[config.mk]
export PLATFORM = sky130hd
export DESIGN_NAME = fetch_sequencer_flat
export DESIGN_NICKNAME = d
export VERILOG_FILES = /design/src/rtl/fetch_seq_pkg.sv /design/src/rtl/fetch_sequencer_if.sv /design/src/rtl/fetch_seq_pc.sv /design/src/rtl/fetch_sequencer.sv /design/src/flat_wrapper.sv
export SDC_FILE = /design/constraint.sdc
export NUM_CORES = 1
export LEC_CHECK = 0
export CORE_MARGIN = 5
export CORE_UTILIZATION = 40
export CTS_CLUSTER_DIAMETER = 30
export DETAILED_ROUTE_END_ITERATION = 16
export PLACE_DENSITY_LB_ADDON = 0.25
export SLEW_MARGIN = 20
export SYNTH_ARGS = -nofsm -noshare
export SYNTH_HDL_FRONTEND = slang
export SYNTH_SLANG_ARGS = --single-unit
[constraint.sdc]
create_clock -name clk -period 4.9 [get_ports clk]
set_input_delay 0.98 -clock clk [delete_from_list [all_inputs] [get_ports clk]]
set_output_delay 0.98 -clock clk [all_outputs]
set_load 0.005 [all_outputs]
[src/rtl/fetch_seq_pkg.sv]
// fetch_seq_pkg: shared definitions for the fetch/decode/issue sequencer.
//   state_t      - sequencer FSM states
//   *_BIT/MSB/LSB - instruction field positions (20-bit word)
//   OP_*         - opcode encodings, shared with the control unit
package fetch_seq_pkg;

  typedef enum logic [2:0] {
    S_IDLE,
    S_FETCH,
    S_LATCH,
    S_ISSUE,
    S_WB,
    S_HALTED
  } state_t;

  localparam int unsigned HALT_BIT = 19;
  localparam int unsigned OPC_MSB  = 18;
  localparam int unsigned OPC_LSB  = 16;
  localparam int unsigned A_MSB    = 15;
  localparam int unsigned A_LSB    = 8;
  localparam int unsigned B_MSB    = 7;
  localparam int unsigned B_LSB    = 0;

  localparam logic [2:0] OP_ADD = 3'b000;
  localparam logic [2:0] OP_SUB = 3'b001;
  localparam logic [2:0] OP_AND = 3'b010;
  localparam logic [2:0] OP_OR  = 3'b011;
  localparam logic [2:0] OP_XOR = 3'b100;
  localparam logic [2:0] OP_MUL = 3'b101;
  localparam logic [2:0] OP_DIV = 3'b110;
  localparam logic [2:0] OP_CMP = 3'b111;

endpackage

[src/rtl/fetch_sequencer_if.sv]
// fetch_sequencer_if: program-memory read bus plus issue/writeback handshake.
//   master (sequencer): drives imem_rd_en, imem_addr, opcode, a, b,
//                       issue_valid, wb_en; receives imem_rdata, issue_ready
//   slave  (memory/execute side): the mirror image
interface fetch_sequencer_if #(
  parameter int unsigned PC_W    = 4,
  parameter int unsigned INSTR_W = 20
);
  logic               imem_rd_en;
  logic [PC_W-1:0]    imem_addr;
  logic [INSTR_W-1:0] imem_rdata;
  logic [2:0]         opcode;
  logic [7:0]         a;
  logic [7:0]         b;
  logic               issue_valid;
  logic               issue_ready;
  logic               wb_en;

  modport master (
    output imem_rd_en, imem_addr, opcode, a, b, issue_valid, wb_en,
    input  imem_rdata, issue_ready
  );

  modport slave (
    input  imem_rd_en, imem_addr, opcode, a, b, issue_valid, wb_en,
    output imem_rdata, issue_ready
  );
endinterface

[src/rtl/fetch_seq_pc.sv]
// fetch_seq_pc: program counter register.
//   clk, reset_n : clock, async active-low reset (pc -> 0)
//   clr          : synchronous clear to 0 (has priority over inc)
//   inc          : advance by one, wrapping modulo 2**PC_W
//   pc           : current program counter
//   pc_inc       : pc + 1 (wrapped), used to pre-load the fetch address
module fetch_seq_pc #(
  parameter int unsigned PC_W = 4
) (
  input  logic            clk,
  input  logic            reset_n,
  input  logic            clr,
  input  logic            inc,
  output logic [PC_W-1:0] pc,
  output logic [PC_W-1:0] pc_inc
);

  assign pc_inc = pc + PC_W'(1);

  always_ff @(posedge clk or negedge reset_n) begin
    if (!reset_n) begin
      pc <= '0;
    end else if (clr) begin
      pc <= '0;
    end else if (inc) begin
      pc <= pc_inc;
    end
  end

endmodule

[src/rtl/fetch_sequencer.sv]
// fetch_sequencer: fetches instruction words from synchronous program memory,
// decodes opcode/a/b, issues them over a valid/ready handshake and pulses a
// one-cycle writeback strobe; stops on a halt-flagged instruction.
//   clk, reset_n : clock, async active-low reset
//   start        : begin execution at address 0 (honoured in IDLE/HALTED only)
//   bus          : fetch_sequencer_if.master (imem read bus, issue, wb_en)
//   pc           : current program counter
//   busy, halted : status (busy = not IDLE/HALTED)
//   retire_cnt   : saturating retired-instruction count, only when
//                  FETCH_SEQ_PERF_EN is defined
module fetch_sequencer
  import fetch_seq_pkg::*;
#(
  parameter int unsigned PC_W    = 4,
  parameter int unsigned INSTR_W = 20
) (
  input  logic            clk,
  input  logic            reset_n,
  input  logic            start,
  fetch_sequencer_if.master bus,
  output logic [PC_W-1:0] pc,
  output logic            busy,
  output logic            halted
`ifdef FETCH_SEQ_PERF_EN
  ,
  output logic [15:0]     retire_cnt
`endif
);

  state_t             state;
  logic [INSTR_W-2:0] ir;
  logic [PC_W-1:0]    pc_inc;
  logic               start_ok;
  logic               pc_inc_en;

  assign start_ok  = start && (state == S_IDLE || state == S_HALTED);
  assign pc_inc_en = (state == S_WB);

  fetch_seq_pc #(.PC_W(PC_W)) u_pc (
    .clk    (clk),
    .reset_n(reset_n),
    .clr    (start_ok),
    .inc    (pc_inc_en),
    .pc     (pc),
    .pc_inc (pc_inc)
  );

  // The instruction register holds only the issuable payload; a halt word
  // is not loaded so opcode/a/b keep the last issued values.
  assign bus.opcode = ir[OPC_MSB:OPC_LSB];
  assign bus.a      = ir[A_MSB:A_LSB];
  assign bus.b      = ir[B_MSB:B_LSB];

  always_ff @(posedge clk or negedge reset_n) begin
    if (!reset_n) begin
      state           <= S_IDLE;
      ir              <= '0;
      bus.issue_valid <= 1'b0;
      bus.wb_en       <= 1'b0;
      bus.imem_rd_en  <= 1'b0;
      bus.imem_addr   <= '0;
      busy            <= 1'b0;
      halted          <= 1'b0;
    end else begin
      bus.imem_rd_en <= 1'b0;
      bus.wb_en      <= 1'b0;
      case (state)
        S_IDLE, S_HALTED: begin
          if (start) begin
            state          <= S_FETCH;
            bus.imem_rd_en <= 1'b1;
            bus.imem_addr  <= '0;
            busy           <= 1'b1;
            halted         <= 1'b0;
          end
        end
        S_FETCH: state <= S_LATCH;
        S_LATCH: begin
          if (bus.imem_rdata[HALT_BIT]) begin
            state  <= S_HALTED;
            busy   <= 1'b0;
            halted <= 1'b1;
          end else begin
            state           <= S_ISSUE;
            ir              <= bus.imem_rdata[INSTR_W-2:0];
            bus.issue_valid <= 1'b1;
          end
        end
        S_ISSUE: begin
          if (bus.issue_ready) begin
            state           <= S_WB;
            bus.issue_valid <= 1'b0;
            bus.wb_en       <= 1'b1;
          end
        end
        S_WB: begin
          // pc advances on this edge; fetch address is pre-loaded to match.
          state          <= S_FETCH;
          bus.imem_rd_en <= 1'b1;
          bus.imem_addr  <= pc_inc;
        end
        default: begin
          state  <= S_IDLE;
          busy   <= 1'b0;
          halted <= 1'b0;
        end
      endcase
    end
  end

`ifdef FETCH_SEQ_PERF_EN
  always_ff @(posedge clk or negedge reset_n) begin
    if (!reset_n) begin
      retire_cnt <= '0;
    end else if (start_ok) begin
      retire_cnt <= '0;
    end else if (bus.wb_en && retire_cnt != '1) begin
      retire_cnt <= retire_cnt + 16'd1;
    end
  end
`endif

endmodule

[src/flat_wrapper.sv]
// flat-port wrapper written by rule: the top's interface ports become plain ports
module fetch_sequencer_flat import fetch_seq_pkg::*;
#(
  parameter int unsigned PC_W    = 4,
  parameter int unsigned INSTR_W = 20
)
  (clk, reset_n, start, pc, busy, halted, bus_imem_rd_en, bus_imem_addr, bus_opcode, bus_a, bus_b, bus_issue_valid, bus_wb_en, bus_imem_rdata, bus_issue_ready);
  fetch_sequencer_if #(.PC_W(PC_W), .INSTR_W(INSTR_W)) bus_i ();
  input  logic clk;
  input  logic reset_n;
  input  logic start;
  output logic [PC_W-1:0] pc;
  output logic busy;
  output logic halted;
  output wire logic [$bits(bus_i.imem_rd_en)-1:0] bus_imem_rd_en;
  output wire logic [$bits(bus_i.imem_addr)-1:0] bus_imem_addr;
  output wire logic [$bits(bus_i.opcode)-1:0] bus_opcode;
  output wire logic [$bits(bus_i.a)-1:0] bus_a;
  output wire logic [$bits(bus_i.b)-1:0] bus_b;
  output wire logic [$bits(bus_i.issue_valid)-1:0] bus_issue_valid;
  output wire logic [$bits(bus_i.wb_en)-1:0] bus_wb_en;
  input wire logic [$bits(bus_i.imem_rdata)-1:0] bus_imem_rdata;
  input wire logic [$bits(bus_i.issue_ready)-1:0] bus_issue_ready;
  assign bus_imem_rd_en = bus_i.imem_rd_en;
  assign bus_imem_addr = bus_i.imem_addr;
  assign bus_opcode = bus_i.opcode;
  assign bus_a = bus_i.a;
  assign bus_b = bus_i.b;
  assign bus_issue_valid = bus_i.issue_valid;
  assign bus_wb_en = bus_i.wb_en;
  assign bus_i.imem_rdata = bus_imem_rdata;
  assign bus_i.issue_ready = bus_issue_ready;
  fetch_sequencer #(.PC_W(PC_W), .INSTR_W(INSTR_W)) u_core (.clk(clk), .reset_n(reset_n), .start(start), .bus(bus_i), .pc(pc), .busy(busy), .halted(halted));
endmodule
==> flow_metrics.tcl, run 1 <==
set metrics [dict create \
    status "complete, no violations" \
    netlist_top_cells_area "dfrtp_1 (56%), mux2_4 (9.6%), mux2_2 (7.2%)" \
    fp.dieW_microns 72.5 \
    h-tree-depth 2 \
    synthesis.area_sq_um 1560 \
    yosysWarnings 0 \
    grt_max_degree 36 \
    worstHoldStart "u_core.bus.imem_addr[1]" \
    final.setup_skew_ns 0.00469 \
    timing.fmax_mhz 379 \
    vdd.ir_drop.worst_v 0.000249 \
    synth_cell_types 36 \
    hold_ws_ns 0.510 \
    finalWirelength_mm 3.15 \
    crit_fanout 19 \
    cts_sinks 35 \
    setup_tns_ns 0 \
    rr_worst_depth 3 \
    start_util_pct 42.0 \
    slew_viol_final 0 \
    synthMostInstantiatedCell "dfrtp_1" \
    synthArstFlopShare_pct 100 \
    wl_per_cell_microns 14.2 \
    ys_ff_latch 35 \
    drc 0 \
    p_leak_uw 0.000955 \
    finalCritPeriodShare_pct 53.8 \
    clk_pin_slew_ns 0.06 \
    cp-start-kind "input port" \
    root_buffer "clkbuf_8" \
    grt_pass1_wl_mm 5.22 \
    vias_per_cell 4.83 \
    grt_pass1_vias 1120 \
    ant_nets 0 \
    drive_above_1_share_pct 17.9 \
    p_per_area_nw_per_um2 580 \
    rsz0062_at_grt "false" \
    cp.arrival_ns 2.80 \
    drv_cap 0 \
    vias 1068 \
    reg2reg_slack_ns 2.77 \
    grt_use_total_pct 13.0 \
    synth-main-ff-cell "dfrtp_1" \
    drt_iter0_markers 50 \
    final.fill_count 314 \
    clk_latency_ns 0.28 \
    fp.coreArea_sq_um 3720 \
    portBuffers 55 \
    post_cts_buffers 0 \
    clk_path_buf_depth 2 \
    criticalPathCategory "input port to flip-flop" \
    yosysTopAreaCell "dfrtp_1" \
    power_uw 1280 \
    hp-class "flip-flop to flip-flop" \
    relSlewSlack_pct 29.5 \
    synth-edff-count 0 \
    synthCells 115 \
    synth_nets 140 \
    rows 22 \
    numCtsBuffers 5 \
    die_h_microns 72.5 \
    boundaryPins 56 \
    nets 198 \
    post_cts_resized 0 \
    syn_avg_cell_area_sq_um 13.6 \
    place.gp.congestion 0.792 \
    finalCriticalPeriod_ns 2.64 \
    hold_buffers 0 \
    synth-seq-area-share_pct 56.1 \
    diodes 0 \
    cts_tree "built" \
    syn_to_final_growth_pct 41.9 \
    yosysTopAreaCellShare_pct 56.1 \
    critPathCaptureType "flip-flop" \
    hold_viol 0 \
    hold_depth 1 \
    grt-ovfl-total 0 \
    die_area_sq_um 5250 \
    grt_antenna_before_repair 0 \
    hpwl_mm 2.27 \
    setup_viol 0 \
    synthTopCellsByCount "dfrtp_1 (35), mux2_2 (10), mux2_4 (10), inv_1 (6)" \
    hold_end "u_core.bus.imem_addr[1]" \
    tightest_slew_ns 1.05 \
    firstDrtPassIters 4 \
    reg2reg_from "u_core.state[2]" \
    required_ns 5.07 \
    rr_endpoint "u_core.ir[9]" \
]
registers in the layout, indices dropped and copies added, names as in the netlist:
name,count
u_core.halted,1
u_core.busy,1
u_core.u_pc.pc,4
u_core.state,3
u_core.bus.wb_en,1
u_core.bus.imem_rd_en,1
u_core.ir,19
u_core.bus.issue_valid,1
u_core.bus.imem_addr,4
worst max path at each step:
stage / start / endpoint / slack (ns) / cells past startpoint
6_report: bus_imem_rdata[19] / u_core.ir[9] / 2.26 / 3
5_1_grt: bus_imem_rdata[19] / u_core.ir[8] / 2.14 / 3
4_1_cts: bus_imem_rdata[19] / u_core.ir[11] / 2.25 / 3
3_5_place_dp: bus_imem_rdata[19] / u_core.ir[11] / 1.95 / 3
3_3_place_gp: bus_imem_rdata[19] / u_core.ir[18] / 1.99 / 3
2_1_floorplan: bus_imem_rdata[19] / u_core.ir[0] / 2.92 / 3
final cells by class:
class                           count  area (sq um)  area share [%]
Clock buffer                        6          82.6            3.73
Clock inverter                      1          5.00           0.226
Inverter                            6          22.5            1.02
Multi-Input combinational cell     69           611            27.6
Sequential cell                    35           876            39.5
Tap cell                           48          60.1            2.71
Timing Repair Buffer               56           558            25.2
critical path, stage by stage:
cell             delay, ns
clkdlybuf4s50_1       0.51
nor3_4                0.88
mux2_2                0.42
power by group:
part | internal, uW | total (uW) | switching [uW]
Sequential | 413 | 521 | 108
Combinational | 379 | 560 | 181
Clock | 110 | 204 | 93.9
cell usage in the layout, fill, tap and decap left out, types with 2 or more instances in the layout:
cell type / n
nor2_1: 5
a22o_1: 5
nor2b_1: 2
o21ai_0: 4
clkdlybuf4s50_1: 55
dfrtp_1: 35
mux2_2: 10
mux2_4: 10
o22ai_1: 2
a31oi_1: 2
nand2_1: 3
clkbuf_8: 6
nand2b_1: 3
inv_1: 6
nor3b_1: 4
routing by layer:
metal | part of all wire, % | global-route usage [%]
met4 | 2.2 | 6.76
met1 | 46 | 17.0
met3 | 8.0 | 4.29
met2 | 44 | 19.2
met5 | 0 | 0
metrics by stage:
stage | instance area [sq um] | std cells | setup slack [ns] | util (%)
after global routing | 2210 | 221 | 2.14 | 59.6
after CTS | 2210 | 221 | 2.25 | 59.6
after global placement | 2130 | 214 | 1.99 | 57.2
after detailed placement | 2130 | 214 | 1.95 | 57.2
after floorplan | 1560 | 115 | 2.92 | -
final | 2210 | 221 | 2.26 | 59.6
kinds of logic after synthesis:
group	synth area share (%)
XOR/XNOR	1.12
buffers and inverters	4.73
multiplexers	17.5
AO/OA/AOI/OAI	10.9
adder cells (fa/ha/maj)	0.802
flip-flops	56.1
AND/OR/NAND/NOR	8.82
Note: power is estimated with default switching activity, not from simulation.
==> run 2, diff against run 1 <==
==> constraint.sdc (replaced) <==
create_clock -name clk -period 2.18 [get_ports clk]
set_input_delay 0.436 -clock clk [delete_from_list [all_inputs] [get_ports clk]]
set_output_delay 0.436 -clock clk [all_outputs]
set_load 0.005 [all_outputs]
==> flow_metrics.tcl, run 2 (synthesis gave the netlist of run 1 again) <==
set metrics [dict create \
    grt_pass1_wl_mm 5.27 \
    cp-start-kind "flip-flop" \
    grt-ovfl-total 0 \
    top_regs "u_core.ir x19, u_core.bus.imem_addr x4, u_core.u_pc.pc x4" \
    worstHoldStart "u_core.bus.imem_addr[3]" \
    p_per_area_nw_per_um2 1300 \
    h-tree-depth 2 \
    relSlewSlack_pct 70.2 \
    setup_viol 0 \
    place.gp.congestion 0.875 \
    drv_cap 0 \
    place_area_sq_um 2160 \
    cp.arrival_ns 1.24 \
    hold_viol 0 \
    p_leak_uw 0.000973 \
    cp.depth 1 \
    post_cts_buffers 0 \
    wl_per_cell_microns 14.5 \
    slew_viol_final 0 \
    post_cts_resized 0 \
    setup_slack_ns 0.506 \
    worst_path_max_delay_cell "clkdlybuf4s50_1" \
    fp.coreArea_sq_um 3720 \
    rows 22 \
    ant_nets 0 \
    vias 1107 \
    die_h_microns 72.5 \
    dpl_worst_slack_ns 0.307 \
    finalWirelength_mm 3.25 \
    root_buffer "clkbuf_8" \
    finalCritPeriodShare_pct 76.8 \
    syn_to_final_growth_pct 44.2 \
    drt_iter0_markers 39 \
    boundaryPins 56 \
    rr_worst_depth 4 \
    final.setup_skew_ns 0.00263 \
    portBuffers 55 \
    clk_latency_ns 0.28 \
    critPathCaptureType "primary output" \
    final.fill_count 323 \
    hold_depth 1 \
    diodes 0 \
    tightest_slew_ns 0.446 \
    hold_buffers 0 \
    start_util_pct 42.0 \
    finalCriticalPeriod_ns 1.67 \
    top_register "u_core.ir" \
    critical_path_buf_inv_count 1 \
    vdd.ir_drop.worst_v 0.000595 \
    slowest_delay_ns 0.53 \
    final_common_cell "clkdlybuf4s50_1" \
    required_ns 1.74 \
    fp.dieW_microns 72.5 \
    criticalPathCategory "flip-flop to primary output" \
    nets 201 \
    drive_above_1_share_pct 19.3 \
    cts_sinks 35 \
    status "complete, no violations" \
    vias_per_cell 4.94 \
    crit_path_cell_trace "clkdlybuf4s50_1" \
    die_area_sq_um 5250 \
    reg2reg_from "u_core.state[2]" \
    crit_fanout 5 \
    numCtsBuffers 5 \
    hp-class "flip-flop to flip-flop" \
    cts_tree "built" \
    rsz0062_at_grt "false" \
    grt_use_total_pct 13.3 \
    firstDrtPassIters 4 \
    timing.fmax_mhz 597 \
    clk_pin_slew_ns 0.06 \
    layout_common_cells "clkdlybuf4s50_1 (55), dfrtp_1 (35), mux2_4 (10), mux2_2 (10)" \
    grt_pass1_vias 1089 \
    hpwl_mm 2.38 \
    cp-startpoint "u_core.u_pc.pc[3]" \
    clk_path_buf_depth 2 \
    largest_reg_flops 19 \
    grt_max_degree 36 \
    setup_tns_ns 0 \
    critPathTopFamily "buffers and inverters" \
    finish.instance_area_sq_um 2250 \
    grt_antenna_before_repair 0 \
    drc 0 \
]
==> run 2: worst paths after layout <==
kind	endpoint	slack (ns)
setup reg to reg	u_core.ir[9]	0.60
hold reg to reg	u_core.bus.imem_addr[3]	0.50
hold / removal	u_core.bus.imem_addr[3]	0.50
min in group asynchronous	u_core.ir[7]	0.56
setup / recovery	pc[3]	0.51
max in group asynchronous	u_core.busy	1.31
==> run 2: through the flow <==
stage / hold slack, ns / power (uW) / utilization (%) / cells
after floorplan: 0.140 / 1840 / - / 115
after global placement: 0.494 / 2470 / 58.2 / 217
after detailed placement: 0.493 / 2500 / 58.2 / 217
after CTS: 0.512 / 2980 / 60.5 / 224
after global routing: 0.524 / 3140 / 60.5 / 224
final: 0.504 / 2930 / 60.5 / 224
==> run 2: layout make-up <==
cell class / instances / area (sq um) / share of cell area, %
Multi-Input combinational cell: 69 / 611 / 27.1
Tap cell: 48 / 60.1 / 2.67
Clock inverter: 1 / 5.00 / 0.222
Timing Repair Buffer: 59 / 593 / 26.4
Inverter: 6 / 22.5 / 1.00
Sequential cell: 35 / 876 / 38.9
Clock buffer: 6 / 82.6 / 3.67
==> run 2: where the power goes <==
part | leakage, uW | internal, uW | switching (uW)
sequential | 0.000432 | 930 | 237
combinational | 0.000493 | 884 | 421
clock | 0.0000470 | 247 | 215
==> run 2: routing by layer <==
metal | global-route usage (%) | share of wire (%) | vias up | routed length [microns]
li1 | - | - | 533 | -
met1 | 17.9 | 45 | 532 | 1470
met2 | 19.0 | 44 | 38 | 1440
met3 | 4.85 | 8.6 | 4 | 279
met4 | 6.15 | 1.8 | 0 | 57
met5 | 0 | 0 | - | 0
